File: config.mk
export PLATFORM = sky130hd
export DESIGN_NAME = ym3438_dt_sched
export DESIGN_NICKNAME = d
export VERILOG_FILES = /design/src/rtl/ym3438_dt_sched.sv
export SDC_FILE = /design/constraint.sdc
export NUM_CORES = 1
export LEC_CHECK = 0
export CORE_MARGIN = 10
export CORE_UTILIZATION = 46
export CTS_CLUSTER_DIAMETER = 30
export DETAILED_ROUTE_END_ITERATION = 12
export PLACE_DENSITY = 0.74
export SLEW_MARGIN = 20
export SYNTH_ARGS = -nofsm -noshare
export SYNTH_HDL_FRONTEND = slang
export SYNTH_SLANG_ARGS = --single-unit
File: constraint.sdc
create_clock -name MCLK -period 3 [get_ports MCLK]
set_input_delay 0.9 -clock MCLK [delete_from_list [all_inputs] [get_ports MCLK]]
set_output_delay 0.9 -clock MCLK [all_outputs]
set_load 0.01 [all_outputs]
File: src/rtl/ym3438_dt_sched.sv
// Detune slot scheduler: holds per-slot detune settings, scans slots round-robin,
// arbitrates CPU writes and re-tags delayed detune results. Define YM3438_DT_BYPASS_EN
// to forward a write that lands on the slot being issued in the same cycle.
module ym3438_dt_sched #(
    parameter int SLOTS  = 24,
    parameter int DT_LAT = 1
) (
    input  logic       MCLK,
    input  logic       reset,
    input  logic       run,
    input  logic       slot_en,
    input  logic [4:0] kcode_in,
    input  logic       wr_req,
    input  logic [4:0] wr_slot,
    input  logic [2:0] wr_dt,
    output logic       wr_ack,
    output logic       busy,
    output logic [4:0] slot_out,
    output logic [2:0] dt_out,
    output logic [4:0] kcode_out,
    output logic       sync,
    input  logic [4:0] dt_value,
    input  logic       dt_sign,
    output logic [5:0] offset,
    output logic [4:0] offset_slot,
    output logic       offset_valid
);
    localparam logic [4:0] LAST_SLOT = 5'(SLOTS - 1);

    typedef enum logic [1:0] {
        ST_CLR  = 2'd0,
        ST_IDLE = 2'd1,
        ST_RUN  = 2'd2
    } state_t;

    state_t            state_q, state_d;
    logic [4:0]        clr_idx_q, clr_idx_d;
    logic [4:0]        slot_q, slot_d;
    logic [2:0]        mem_q [SLOTS];
    logic [2:0]        mem_d [SLOTS];
    logic [DT_LAT-1:0] tag_vld_q, tag_vld_d;
    logic [4:0]        tag_slot_q [DT_LAT];
    logic [4:0]        tag_slot_d [DT_LAT];

    logic       wr_ack_q, wr_ack_d;
    logic [4:0] slot_out_q, slot_out_d;
    logic [2:0] dt_out_q, dt_out_d;
    logic [4:0] kcode_out_q, kcode_out_d;
    logic       sync_q, sync_d;
    logic [5:0] offset_q, offset_d;
    logic [4:0] offset_slot_q, offset_slot_d;
    logic       offset_valid_q, offset_valid_d;

    logic       active_s;
    logic       issue_s;
    logic       commit_s;
    logic       wr_hit_s;
    logic       leave_run_s;
    logic [2:0] rd_dt_s;
    logic [5:0] signed_off_s;

    assign active_s     = (state_q == ST_IDLE) || (state_q == ST_RUN);
    assign issue_s      = (state_q == ST_RUN) && slot_en;
    // A held request is committed once: the cycle carrying the ack blocks a second commit.
    assign commit_s     = active_s && wr_req && !wr_ack_q;
    assign wr_hit_s     = commit_s && (wr_slot <= LAST_SLOT);
    assign leave_run_s  = (state_q == ST_RUN) && !run;
    assign signed_off_s = dt_sign ? (6'd0 - {1'b0, dt_value}) : {1'b0, dt_value};

`ifdef YM3438_DT_BYPASS_EN
    assign rd_dt_s = (wr_hit_s && (wr_slot == slot_q)) ? wr_dt : mem_q[slot_q];
`else
    assign rd_dt_s = mem_q[slot_q];
`endif

    // Mode sequencing: clear sweep after reset, then idle/run under control of run.
    always_comb begin
        state_d   = state_q;
        clr_idx_d = clr_idx_q;
        case (state_q)
            ST_CLR: begin
                if (clr_idx_q == LAST_SLOT) begin
                    state_d   = ST_IDLE;
                    clr_idx_d = 5'd0;
                end else begin
                    state_d   = ST_CLR;
                    clr_idx_d = clr_idx_q + 5'd1;
                end
            end
            ST_IDLE: begin
                if (run) begin
                    state_d = ST_RUN;
                end else begin
                    state_d = ST_IDLE;
                end
            end
            ST_RUN: begin
                if (!run) begin
                    state_d = ST_IDLE;
                end else begin
                    state_d = ST_RUN;
                end
            end
            default: begin
                state_d   = ST_CLR;
                clr_idx_d = 5'd0;
            end
        endcase
    end

    // Detune memory update: sweep clear has priority, CPU writes only outside the sweep.
    always_comb begin
        for (int i = 0; i < SLOTS; i++) begin
            mem_d[i] = ((state_q == ST_CLR) && (clr_idx_q == 5'(i))) ? 3'd0 :
                       (wr_hit_s && (wr_slot == 5'(i)))              ? wr_dt :
                                                                        mem_q[i];
        end
    end

    // Slot issue towards the detune unit and slot counter advance.
    always_comb begin
        slot_d      = slot_q;
        slot_out_d  = slot_out_q;
        dt_out_d    = dt_out_q;
        kcode_out_d = kcode_out_q;
        sync_d      = 1'b0;
        wr_ack_d    = commit_s;
        if (issue_s) begin
            slot_out_d  = slot_q;
            dt_out_d    = rd_dt_s;
            kcode_out_d = kcode_in;
            sync_d      = (slot_q == 5'd0);
            slot_d      = (slot_q == LAST_SLOT) ? 5'd0 : (slot_q + 5'd1);
        end else begin
            sync_d      = 1'b0;
        end
    end

    // Tag pipeline re-aligns the detune result with the slot it was issued for.
    always_comb begin
        tag_vld_d      = tag_vld_q;
        for (int i = 0; i < DT_LAT; i++) begin
            tag_slot_d[i] = tag_slot_q[i];
        end
        offset_d       = offset_q;
        offset_slot_d  = offset_slot_q;
        offset_valid_d = 1'b0;
        if (issue_s) begin
            if (tag_vld_q[DT_LAT-1]) begin
                offset_d       = signed_off_s;
                offset_slot_d  = tag_slot_q[DT_LAT-1];
                offset_valid_d = 1'b1;
            end else begin
                offset_valid_d = 1'b0;
            end
            for (int i = DT_LAT - 1; i > 0; i--) begin
                tag_vld_d[i]  = tag_vld_q[i-1];
                tag_slot_d[i] = tag_slot_q[i-1];
            end
            tag_vld_d[0]  = 1'b1;
            tag_slot_d[0] = slot_q;
        end else begin
            offset_valid_d = 1'b0;
        end
        if (leave_run_s) begin
            tag_vld_d = {DT_LAT{1'b0}};
        end else begin
            tag_vld_d = tag_vld_d;
        end
    end

    // Control, tag and output registers.
    always_ff @(posedge MCLK or posedge reset) begin
        if (reset) begin
            state_q        <= ST_CLR;
            clr_idx_q      <= 5'd0;
            slot_q         <= 5'd0;
            tag_vld_q      <= {DT_LAT{1'b0}};
            for (int i = 0; i < DT_LAT; i++) begin
                tag_slot_q[i] <= 5'd0;
            end
            wr_ack_q       <= 1'b0;
            slot_out_q     <= 5'd0;
            dt_out_q       <= 3'd0;
            kcode_out_q    <= 5'd0;
            sync_q         <= 1'b0;
            offset_q       <= 6'd0;
            offset_slot_q  <= 5'd0;
            offset_valid_q <= 1'b0;
        end else begin
            state_q        <= state_d;
            clr_idx_q      <= clr_idx_d;
            slot_q         <= slot_d;
            tag_vld_q      <= tag_vld_d;
            for (int i = 0; i < DT_LAT; i++) begin
                tag_slot_q[i] <= tag_slot_d[i];
            end
            wr_ack_q       <= wr_ack_d;
            slot_out_q     <= slot_out_d;
            dt_out_q       <= dt_out_d;
            kcode_out_q    <= kcode_out_d;
            sync_q         <= sync_d;
            offset_q       <= offset_d;
            offset_slot_q  <= offset_slot_d;
            offset_valid_q <= offset_valid_d;
        end
    end

    // Detune storage; its contents are initialised by the clear sweep, not by reset.
    always_ff @(posedge MCLK) begin
        for (int i = 0; i < SLOTS; i++) begin
            mem_q[i] <= mem_d[i];
        end
    end

    assign busy         = (state_q == ST_CLR);
    assign wr_ack       = wr_ack_q;
    assign slot_out     = slot_out_q;
    assign dt_out       = dt_out_q;
    assign kcode_out    = kcode_out_q;
    assign sync         = sync_q;
    assign offset       = offset_q;
    assign offset_slot  = offset_slot_q;
    assign offset_valid = offset_valid_q;

endmodule

==> reports/summary.md, run 1 <==
* 0.59 ns — critical path's largest stage delay
* 449 — number of standard cells after synthesis
* 42.74% — Slew headroom
* 6027 um2 — Placed Instance Area
* 531 — final net count
* 0 — number of setup buffers added after CTS
* 4 — drt first pass iters
* output pin — endpoint class of the critical path
* flop to flop — Hold WC Path Type
* 0 — Antenna diodes
* 35.71% — async set-reset flop share out of synthesis
* 11540 um — overall routed net length
* 0.002437 uW — total leakage power
* 40 — Netlist cell types
* 5395 um2 — synthesized area
* 0 — total congestion overflow
* 484 — net count after synthesis
* 7.027% — complex-gate fraction of the synthesized area
* 0.07 ns — clk slew on worst S/H paths
* 47.05% — effective utilization at floorplan
* edfxtp_1 — Most used DFF post-synth
* 128.3 um — Chip Width
* 0 — DRT antenna net count
* 10.37% — share of synthesized area spent on multiplexers
* no — unrepaired setup endpoints after global routing
* 39 — Site Rows
* edfxtp_1 — biggest area consumer among synthesized cells
* 86.97% — share of the clock period used by the worst path
* 8692 um — HPWL reported at the end of detailed placement
* simple AND/OR/NAND/NOR gates — combinational family with the most area after synthesis
* 0.6494% — share of the synthesized netlist area taken by xor and xnor gates
* and2_1 (72), edfxtp_1 (72), nand2_1 (71) — most used standard cells in the synthesized netlist
* inv_1 -> ha_1 -> clkdlybuf4s50_1 — cells along the critical path
* 1.71 ns — signal arrival time at the worst endpoint
* 14.60% — GRT Overall Usage
* 0 — Post-CTS Hold Fix Bufs
* 41 — largest net degree at the start of global routing
* 0 — Max Cap Violations
* 860.5 nW/um2 — total power per unit cell area
* 112 — post-synthesis register bit count
* 7 — Worst Path Max Fanout
* 0 — number of failing setup endpoints in the final timing report
* clkdlybuf4s50_1 — CP max stage cell
* 11470 um2 — placeable core region
* 3488 — total via count after detailed routing
* 2.609 ns — final period demand of the worst path
* 18.11% — synthesized-area fraction occupied by and/or/nand/nor cells
* 58.63% — Seq/Total Area, Yosys
* 2.10 ns — required time of the critical path
* 6.786% — fraction of final layout cells with drive strength greater than 1
* 2.551% — adder and majority cell fraction of the synthesized area
* 0.8590 ns — Worst Tran Pin Value
* 3659 — via count of the first global-routing pass
* 970 — final-layout fill cell count
* 112 — Clock Sinks
* 3 — depth of the CTS H-tree
* 0 — count of warnings emitted by yosys
* 0 — hold violation total from the final report
* 0 — number of antenna violations at the first check in global routing
* 72 — number of enable flip-flop cells after synthesis
* 2 — Clock Tree Buf Depth
* 12.02 um2 — mean post-synth cell area
* 0.8268 — gp weighted congestion
* 128.3 um — Die Y-Extent
* flop — crit start category
* 0.35 ns — Skew-Pair Late Insertion Delay
* 52 — IO Pins
* flop to output pin — Worst Path Class, Setup
* yes — CTS tree
* 331 — starting DRC count in detailed routing
* 19140 um — global-route wire length before repair
* 6354 um2 — Non-Filler Cell Area, Final
* 0.4850 mV — Peak VDD IR
* 9 — TritonCTS Buffers
* 40.07% — fraction of synthesized cell area taken by the top area cell type
* 0 — remaining design rule violation count
* clkbuf_16 — Clk Tree Root Cell
* 16460 um2 — die outline area
* 17.91 um — routed length per placed instance
* 0.4778 ns — Worst Hold Margin
* 0 — number of max-slew violations in the final report
* complete, no violations — status
* 51 — number of I/O port buffers
* 17.76% — area growth from synthesis to layout
* 0.01157 ns — clock tree skew after final layout
* 0 — quantity of gates resized following cts
* edfxtp_1 (40%), dfrtp_1 (19%), and2_1 (8.3%) — leading cell types by total area after synthesis
* 5.416 — drt via density
* 0 ns — accumulated negative setup slack
* 383.3 MHz — Max Freq
kinds of logic (layout without fill, tap and decap cells):
| group | count (synthesis) | count (layout) |
|---|---|---|
| AND/OR/NAND/NOR | 191 | 191 |
| flip-flops | 112 | 112 |
| AO/OA/AOI/OAI | 64 | 64 |
| multiplexers | 34 | 34 |
| buffers and inverters | 33 | 85 |
| adder cells (fa/ha/maj) | 11 | 11 |
| XOR/XNOR | 4 | 4 |
final timing paths:
| kind | start | slack (ns) | cells past startpoint | end |
|---|---|---|---|---|
| max | state_q[0]$_DFF_PP0_ | 0.39 | 3 | busy |
| min | kcode_out[4]$_DFFE_PP0P_ | 0.48 | 2 | kcode_out[4]$_DFFE_PP0P_ |
| max reg2reg | state_q[1]$_DFF_PP0_ | 0.78 | 7 | mem_q[2][0]$_SDFFCE_PP0P_ |
| min reg2reg | kcode_out[4]$_DFFE_PP0P_ | 0.48 | 2 | kcode_out[4]$_DFFE_PP0P_ |
| max in group asynchronous | reset | 1.65 | 3 | kcode_out[1]$_DFFE_PP0P_ |
| min in group asynchronous | reset | 0.99 | 3 | offset_valid$_DFF_PP0_ |
sequential cells by signal, summed over array words and instances (netlist names):
| name | flops |
|---|---|
| clr_idx_q | 5 |
| dt_out | 3 |
| kcode_out | 5 |
| mem_q | 72 |
| offset | 6 |
| offset_slot | 5 |
| offset_valid | 1 |
| slot_out | 5 |
| slot_q | 5 |
| state_q | 2 |
| sync | 1 |
| tag_vld_q | 1 |
| wr_ack | 1 |
critical path: cells and delay by family (launching register included):
family	cells	cell delay (ns)
adder cells (fa/ha/maj)	1	0.29
flip-flops	1	0.39
buffers and inverters	2	0.67
through the flow:
stage	cells	utilization [%]	total power [uW]	setup WS, ns
after detailed placement	628	52.56	4239	0.3041
after floorplan	449	-	3549	0.9164
after global placement	628	52.56	4144	0.3607
after global routing	644	55.41	5810	0.3001
after CTS	644	55.41	5500	0.3833
final	644	55.41	5467	0.3909
cells in the final DEF (no fill, tap or decap), types with 4 or more instances in the layout:
cell	netlist	final
ha_1	11	11
and2_1	72	72
clkbuf_16	0	10
buf_4	2	5
mux4_1	12	12
nor3_1	5	5
o21ai_0	38	38
inv_1	13	13
mux2_2	9	9
edfxtp_1	72	72
mux2i_1	12	12
dfrtp_1	40	40
nor2_1	12	12
clkdlybuf4s50_1	0	51
nand3_1	7	7
nand2_1	71	71
o211ai_1	4	4
nand2b_1	8	8
nor2b_1	6	6
or2_2	4	4
per-layer routing:
| layer | GRT usage (%) | share of wire [%] |
|---|---|---|
| met1 | 18.53 | 43 |
| met2 | 23.27 | 47 |
| met3 | 4.756 | 8.4 |
| met4 | 4.371 | 1.6 |
| met5 | 0 | 0 |
where the power goes:
| part | internal, uW | total, uW | switching (uW) |
|---|---|---|---|
| clock network | 746 | 1270 | 520 |
| registers | 2040 | 2350 | 310 |
| logic | 898 | 1860 | 958 |
| total | 3680 | 5470 | 1790 |
final cells by class:
cell class | count | area, um2 | share of cell area [%]
flip-flops and latches | 112 | 3163 | 49.78
multi-input cells | 304 | 2088 | 32.87
repair buffers | 56 | 548.0 | 8.625
clock buffers | 13 | 281.5 | 4.431
well taps | 143 | 178.9 | 2.816
inverters | 13 | 48.80 | 0.7680
clock inverters | 3 | 45.04 | 0.7089
Power figures use the tool's default switching activity.
==> inputs of run 2 (changes only) <==
Settings changed: DONT_BUFFER_PORTS set to 1, PLACE_DENSITY 0.74 to 0.69.
==> reports/summary.md, run 2 (synthesized netlist as in run 1, its figures left out) <==
* 2.22 ns — signal arrival time at the worst endpoint, was 1.71 ns
* 0 — Post-CTS Hold Fix Bufs, unchanged
* 0.8364 — gp weighted congestion, was 0.8268
* 128.3 um — Die Y-Extent, unchanged
* 0 — Max Cap Violations, unchanged
* 0.07 ns — clk slew on worst S/H paths, about the same
* 0 — total congestion overflow, unchanged
* 343 — starting DRC count in detailed routing, was 331
* 0 — number of antenna violations at the first check in global routing, unchanged
* 6 — number of cells on the worst reg-to-reg path, was 7
* 3353 — total via count after detailed routing, was 3488
* 2.217 ns — final period demand of the worst path, was 2.609 ns
* 47.05% — effective utilization at floorplan, unchanged
* 0.7992 ns — Post-Place Setup Slack, was 0.3041 ns
* 0.6575 ns — Worst Tran Pin Value, was 0.8590 ns
* 16460 um2 — die outline area, unchanged
* 0 — DRT antenna net count, unchanged
* 2 — Clock Tree Buf Depth, unchanged
* 0.5825 mV — Peak VDD IR, was 0.4850 mV
* 2088 um2 — multi-input logic area, unchanged
* 0.7829 ns — PnR worst setup slack, was 0.3909 ns
* no — unrepaired setup endpoints after global routing, unchanged
* 0 — number of failing setup endpoints in the final timing report, unchanged
* 73.90% — share of the clock period used by the worst path, was 86.97%
* 4 — drt first pass iters, unchanged
* 0.002229 uW — total leakage power, was 0.002437 uW
* 11470 um2 — placeable core region, unchanged
* 39 — Site Rows, unchanged
* complete, no violations — status, unchanged
* 0 — number of max-slew violations in the final report, unchanged
* 7 — Worst Path Max Fanout, unchanged
* 19.02 um — routed length per placed instance, was 17.91 um
* 0.5430 ns — Worst Hold Margin, was 0.4778 ns
* state_q[0]$_DFF_PP0_ — worst r2r src, was state_q[1]$_DFF_PP0_
* 0.35 ns — Skew-Pair Late Insertion Delay, about the same
* 0 — remaining design rule violation count, unchanged
* 0 — number of setup buffers added after CTS, unchanged
* 0.009131 ns — clock tree skew after final layout, was 0.01157 ns
* 0 — quantity of gates resized following cts, unchanged
* 128.3 um — Chip Width, unchanged
* mem_q[10][1]$_SDFFCE_PP0P_ — end of the worst register-to-register path, was mem_q[2][0]$_SDFFCE_PP0P_
* 9 — TritonCTS Buffers, unchanged
* 41 — largest net degree at the start of global routing, unchanged
* 7.723% — area growth from synthesis to layout, was 17.76%
* flop to flop — Worst Path Class, Setup, was flop to output pin
* 18160 um — global-route wire length before repair, was 19140 um
* mem_q — largest reg by FF count, unchanged
* 112 — Clock Sinks, unchanged
* 873.1 nW/um2 — total power per unit cell area, was 860.5 nW/um2
* 14.35% — GRT Overall Usage, was 14.60%
* 11300 um — overall routed net length, was 11540 um
* flop — endpoint class of the critical path, was output pin
* 3395 — via count of the first global-routing pass, was 3659
* 0.78 ns — worst reg2reg setup slack, about the same
* 451.0 MHz — Max Freq, was 383.3 MHz
* 52 — IO Pins, unchanged
* 5.645 — drt via density, was 5.416
* yes — CTS tree, unchanged
* clkbuf_16 — Clk Tree Root Cell, unchanged
* 72 — max reg flops, unchanged
* 55.83% — Slew headroom, was 42.74%
* 3 — depth of the CTS H-tree, unchanged
* 0 — Antenna diodes, unchanged
* 8464 um — HPWL reported at the end of detailed placement, was 8692 um
* 0 — hold violation total from the final report, unchanged
* and2_1 (72), edfxtp_1 (72), nand2_1 (71) — commonest cells after routing, fill and taps aside, unchanged
* 3.01 ns — required time of the critical path, was 2.10 ns
* 7.317% — fraction of final layout cells with drive strength greater than 1, was 6.786%
* flop — crit start category, unchanged
* 0 ns — accumulated negative setup slack, unchanged
* input pin to asynchronous set/reset pin — Hold WC Path Type, was flop to flop
* 481 — final net count, was 531
* 0 — number of I/O port buffers, was 51
* 3163 um2 — area taken by flip-flops and latches, unchanged
* 993 — final-layout fill cell count, was 970
run 2: metal layers:
layer | GRT usage, % | part of all wire, % | vias up
li1 | - | - | 1588
met1 | 17.94 | 42 | 1630
met3 | 6.328 | 11 | 11
met5 | 0 | 0 | -
met4 | 4.702 | 1.1 | 0
met2 | 21.81 | 46 | 124
run 2: layout make-up:
| class | count | area share (%) |
|---|---|---|
| flip-flops and latches | 112 | 54.42 |
| multi-input cells | 304 | 35.93 |
| clock buffers | 14 | 4.736 |
| well taps | 143 | 3.079 |
| inverters | 13 | 0.8396 |
| repair buffers | 6 | 0.7750 |
| clock inverters | 2 | 0.2153 |
run 2: report_power, final:
part           leakage, uW  internal (uW)  switching [uW]
sequential         0.00117           2040             349
clock             0.000143            639             517
combinational     0.000912            672             859
run 2: metrics by stage:
step / instance area (um2) / cells / utilization [%] / power [uW]
floorplan: 5395 / 449 / - / 3549
global placement: 5524 / 578 / 48.17 / 3898
detailed placement: 5524 / 578 / 48.17 / 3957
CTS: 5812 / 594 / 50.68 / 5111
global route: 5812 / 594 / 50.68 / 5418
finish: 5812 / 594 / 50.68 / 5074
run 2: how the worst max path moves through the flow:
| stage | from | to | depth (start not counted) | slack, ns |
|---|---|---|---|---|
| after CTS | state_q[0]$_DFF_PP0_ | mem_q[17][1]$_SDFFCE_PP0P_ | 6 | 0.78 |
| final | state_q[0]$_DFF_PP0_ | mem_q[10][1]$_SDFFCE_PP0P_ | 6 | 0.78 |
| after detailed placement | wr_slot[0] | mem_q[12][2]$_SDFFCE_PP0P_ | 3 | 0.80 |
| after global placement | wr_slot[0] | mem_q[12][0]$_SDFFCE_PP0P_ | 3 | 0.84 |
| after floorplan | wr_req | mem_q[11][0]$_SDFFCE_PP0P_ | 4 | 0.92 |
| after global routing | state_q[0]$_DFF_PP0_ | mem_q[17][1]$_SDFFCE_PP0P_ | 6 | 0.59 |
run 2: worst max-delay path: stages (launching register included):
cell and delay [ns]:
dfrtp_1 0.39, inv_1 0.08, ha_1 0.34, nand2_1 0.12, nor3_1 0.52, nand2_1 0.20
o21ai_0 0.22
==> inputs of run 3 (changes only) <==
Settings changed: PLACE_DENSITY 0.69 to 0.71.
Clock period 3 ns to 1.94 ns, I/O delays scaled along.
==> reports/summary.md, run 3 (synthesized netlist as in run 1, its figures left out) <==
* complete, no violations — status, unchanged
* mem_q[5][1]$_SDFFCE_PP0P_ — end of the worst register-to-register path, was mem_q[10][1]$_SDFFCE_PP0P_
* 999 — final-layout fill cell count, was 993
* 0.8056 — gp weighted congestion, was 0.8364
* 0 — remaining design rule violation count, unchanged
* flop to flop — Worst Path Class, Setup, unchanged
* 0 ns — accumulated negative setup slack, unchanged
* 4 — drt first pass iters, unchanged
* 0.002351 uW — total leakage power, was 0.002229 uW
* flop — endpoint class of the critical path, unchanged
* 39 — Site Rows, unchanged
* 610 — Finished Layout Cells, was 594
* 0.34 ns — Skew-Pair Late Insertion Delay, was 0.35 ns
* 221 — starting DRC count in detailed routing, was 343
* 5 — Worst Path Max Fanout, was 7
* 14.10% — GRT Overall Usage, was 14.35%
* 5.533 — drt via density, was 5.645
* yes — CTS tree, unchanged
* 6036 um2 — Non-Filler Cell Area, Final, was 5812 um2
* 1.869 ns — final period demand of the worst path, was 2.217 ns
* 17970 um — global-route wire length before repair, was 18160 um
* 0 — total congestion overflow, unchanged
* 52 — IO Pins, unchanged
* mem_q — largest reg by FF count, unchanged
* 0.004976 ns — clock tree skew after final layout, was 0.009131 ns
* 72 — max reg flops, unchanged
* state_q[0]$_DFF_PP0_ — worst r2r src, unchanged
* 3392 — via count of the first global-routing pass, was 3395
* 18.72 um — routed length per placed instance, was 19.02 um
* 2 — Clock Tree Buf Depth, unchanged
* 0 — Antenna diodes, unchanged
* 28 — largest net degree at the start of global routing, was 41
* yes — unrepaired setup endpoints after global routing, was no
* 0 — number of max-slew violations in the final report, unchanged
* 0 — number of I/O port buffers, unchanged
* 5674 um2 — Placed Instance Area, was 5524 um2
* 535.0 MHz — Max Freq, was 451.0 MHz
* 112 — Clock Sinks, unchanged
* 0.9396 mV — Peak VDD IR, was 0.5825 mV
* 3375 — total via count after detailed routing, was 3353
* 11470 um2 — placeable core region, unchanged
* 128.3 um — Chip Width, unchanged
* 0.07 ns — worst reg2reg setup slack, was 0.78 ns
* 0.6429 ns — Worst Tran Pin Value, was 0.6575 ns
* 96.34% — share of the clock period used by the worst path, was 73.90%
* clkbuf_16 — Clk Tree Root Cell, unchanged
* 0 — Max Cap Violations, unchanged
* 16460 um2 — die outline area, unchanged
* mem_q[5][1]$_SDFFCE_PP0P_ — worst setup path endpoint, was mem_q[10][1]$_SDFFCE_PP0P_
* 0 — number of failing setup endpoints in the final timing report, unchanged
* 47.05% — effective utilization at floorplan, unchanged
* 11.87% — area growth from synthesis to layout, was 7.723%
* 6 — number of cells on the worst reg-to-reg path, unchanged
* 594 — count of placed standard cells including taps, was 578
* 1.91 ns — signal arrival time at the worst endpoint, was 2.22 ns
* 0 — hold violation total from the final report, unchanged
* 1.98 ns — required time of the critical path, was 3.01 ns
* 1347 nW/um2 — total power per unit cell area, was 873.1 nW/um2
* state_q[0]$_DFF_PP0_ — start point of the critical path, unchanged
* 11420 um — overall routed net length, was 11300 um
* 3 — depth of the CTS H-tree, unchanged
* 8447 um — HPWL reported at the end of detailed placement, was 8464 um
* 0 — Post-CTS Hold Fix Bufs, unchanged
* 0 — number of antenna violations at the first check in global routing, unchanged
* 52.64% — final standard cell utilization of the core, was 50.68%
* 56.87% — Slew headroom, was 55.83%
* 498 — final net count, was 481
* 128.3 um — Die Y-Extent, unchanged
* 9 — TritonCTS Buffers, unchanged
* 14.78% — fraction of final layout cells with drive strength greater than 1, was 7.317%
* 0.07 ns — clk slew on worst S/H paths, about the same
* 0 — DRT antenna net count, unchanged
* and2_1 (72), edfxtp_1 (72), nand2_1 (70) — commonest cells after routing, fill and taps aside, was and2_1 (72), edfxtp_1 (72), nand2_1 (71)
* flop — crit start category, unchanged
* input pin to asynchronous set/reset pin — Hold WC Path Type, unchanged
-- run 3: changes by cell type in the layout (fill, tap and decap cells not counted), moves of 2 or more --
cell      before  now
buf_12         0    2
o21ai_0       38   15
o21ai_1        0    9
buf_4          6   21
clkbuf_1       3    0
o21ai_2        0   14
-- run 3: metrics by stage --
| step | power, uW | setup WS (ns) | hold WS [ns] |
|---|---|---|---|
| finish | 8131 | 0.07097 | 0.1258 |
| CTS | 8120 | -0.03895 | 0.1284 |
| global route | 8609 | -0.06210 | 0.1403 |
| detailed placement | 6340 | -0.05243 | 0.5016 |
| floorplan | 5491 | 0.06817 | 0.4907 |
| global placement | 6228 | 0.04232 | 0.4847 |
-- run 3: what timing repair did --
item | 4_1_cts | 5_1_grt
buffers inserted | 0 | 1
pin swaps | 0 | 2
endpoints found under the setup margin | 30 | 69
resized for setup | 8 | 32
-- run 3: power by group --
group	switching (uW)	leakage, uW	internal [uW]
Clock	782	0.000148	996
Combinational	1500	0.00103	1230
Sequential	471	0.00117	3150
-- run 3: area by class of cell --
cell class | instances | area [um2] | area share, %
sequential | 112 | 3163 | 52.40
multi-input combinational | 304 | 2160 | 35.78
clock buffer | 13 | 276.5 | 4.581
timing repair buffer | 23 | 197.7 | 3.275
tap | 143 | 178.9 | 2.964
inverter | 13 | 48.80 | 0.8085
clock inverter | 2 | 11.26 | 0.1866
-- run 3: how the worst min path moves through the flow --
stage | from | to | slack, ns | cells after the start
floorplan | clr_idx_q[3]$_DFFE_PP0P_ | clr_idx_q[3]$_DFFE_PP0P_ | 0.49 | 1
global placement | reset | slot_q[2]$_DFFE_PP0P_ | 0.48 | 1
detailed placement | reset | tag_vld_q$_DFFE_PP0P_ | 0.50 | 1
CTS | reset | tag_vld_q$_DFFE_PP0P_ | 0.13 | 1
global route | reset | tag_vld_q$_DFFE_PP0P_ | 0.14 | 1
finish | reset | tag_vld_q$_DFFE_PP0P_ | 0.13 | 1
-- run 3: per-layer routing --
metal	part of all wire [%]	vias to the layer above	GRT usage (%)
li1	-	1621	-
met1	42	1618	17.70
met2	45	124	21.72
met3	11	12	5.749
met4	1.5	0	4.570
met5	0	-	0
-- run 3: worst max-delay path: stages, from the launching register on --
cell and delay, ns:
dfrtp_1 0.36, inv_1 0.07, ha_1 0.30, nand2_2 0.08, nor3_4 0.26, nand2_1 0.24
o21ai_2 0.26
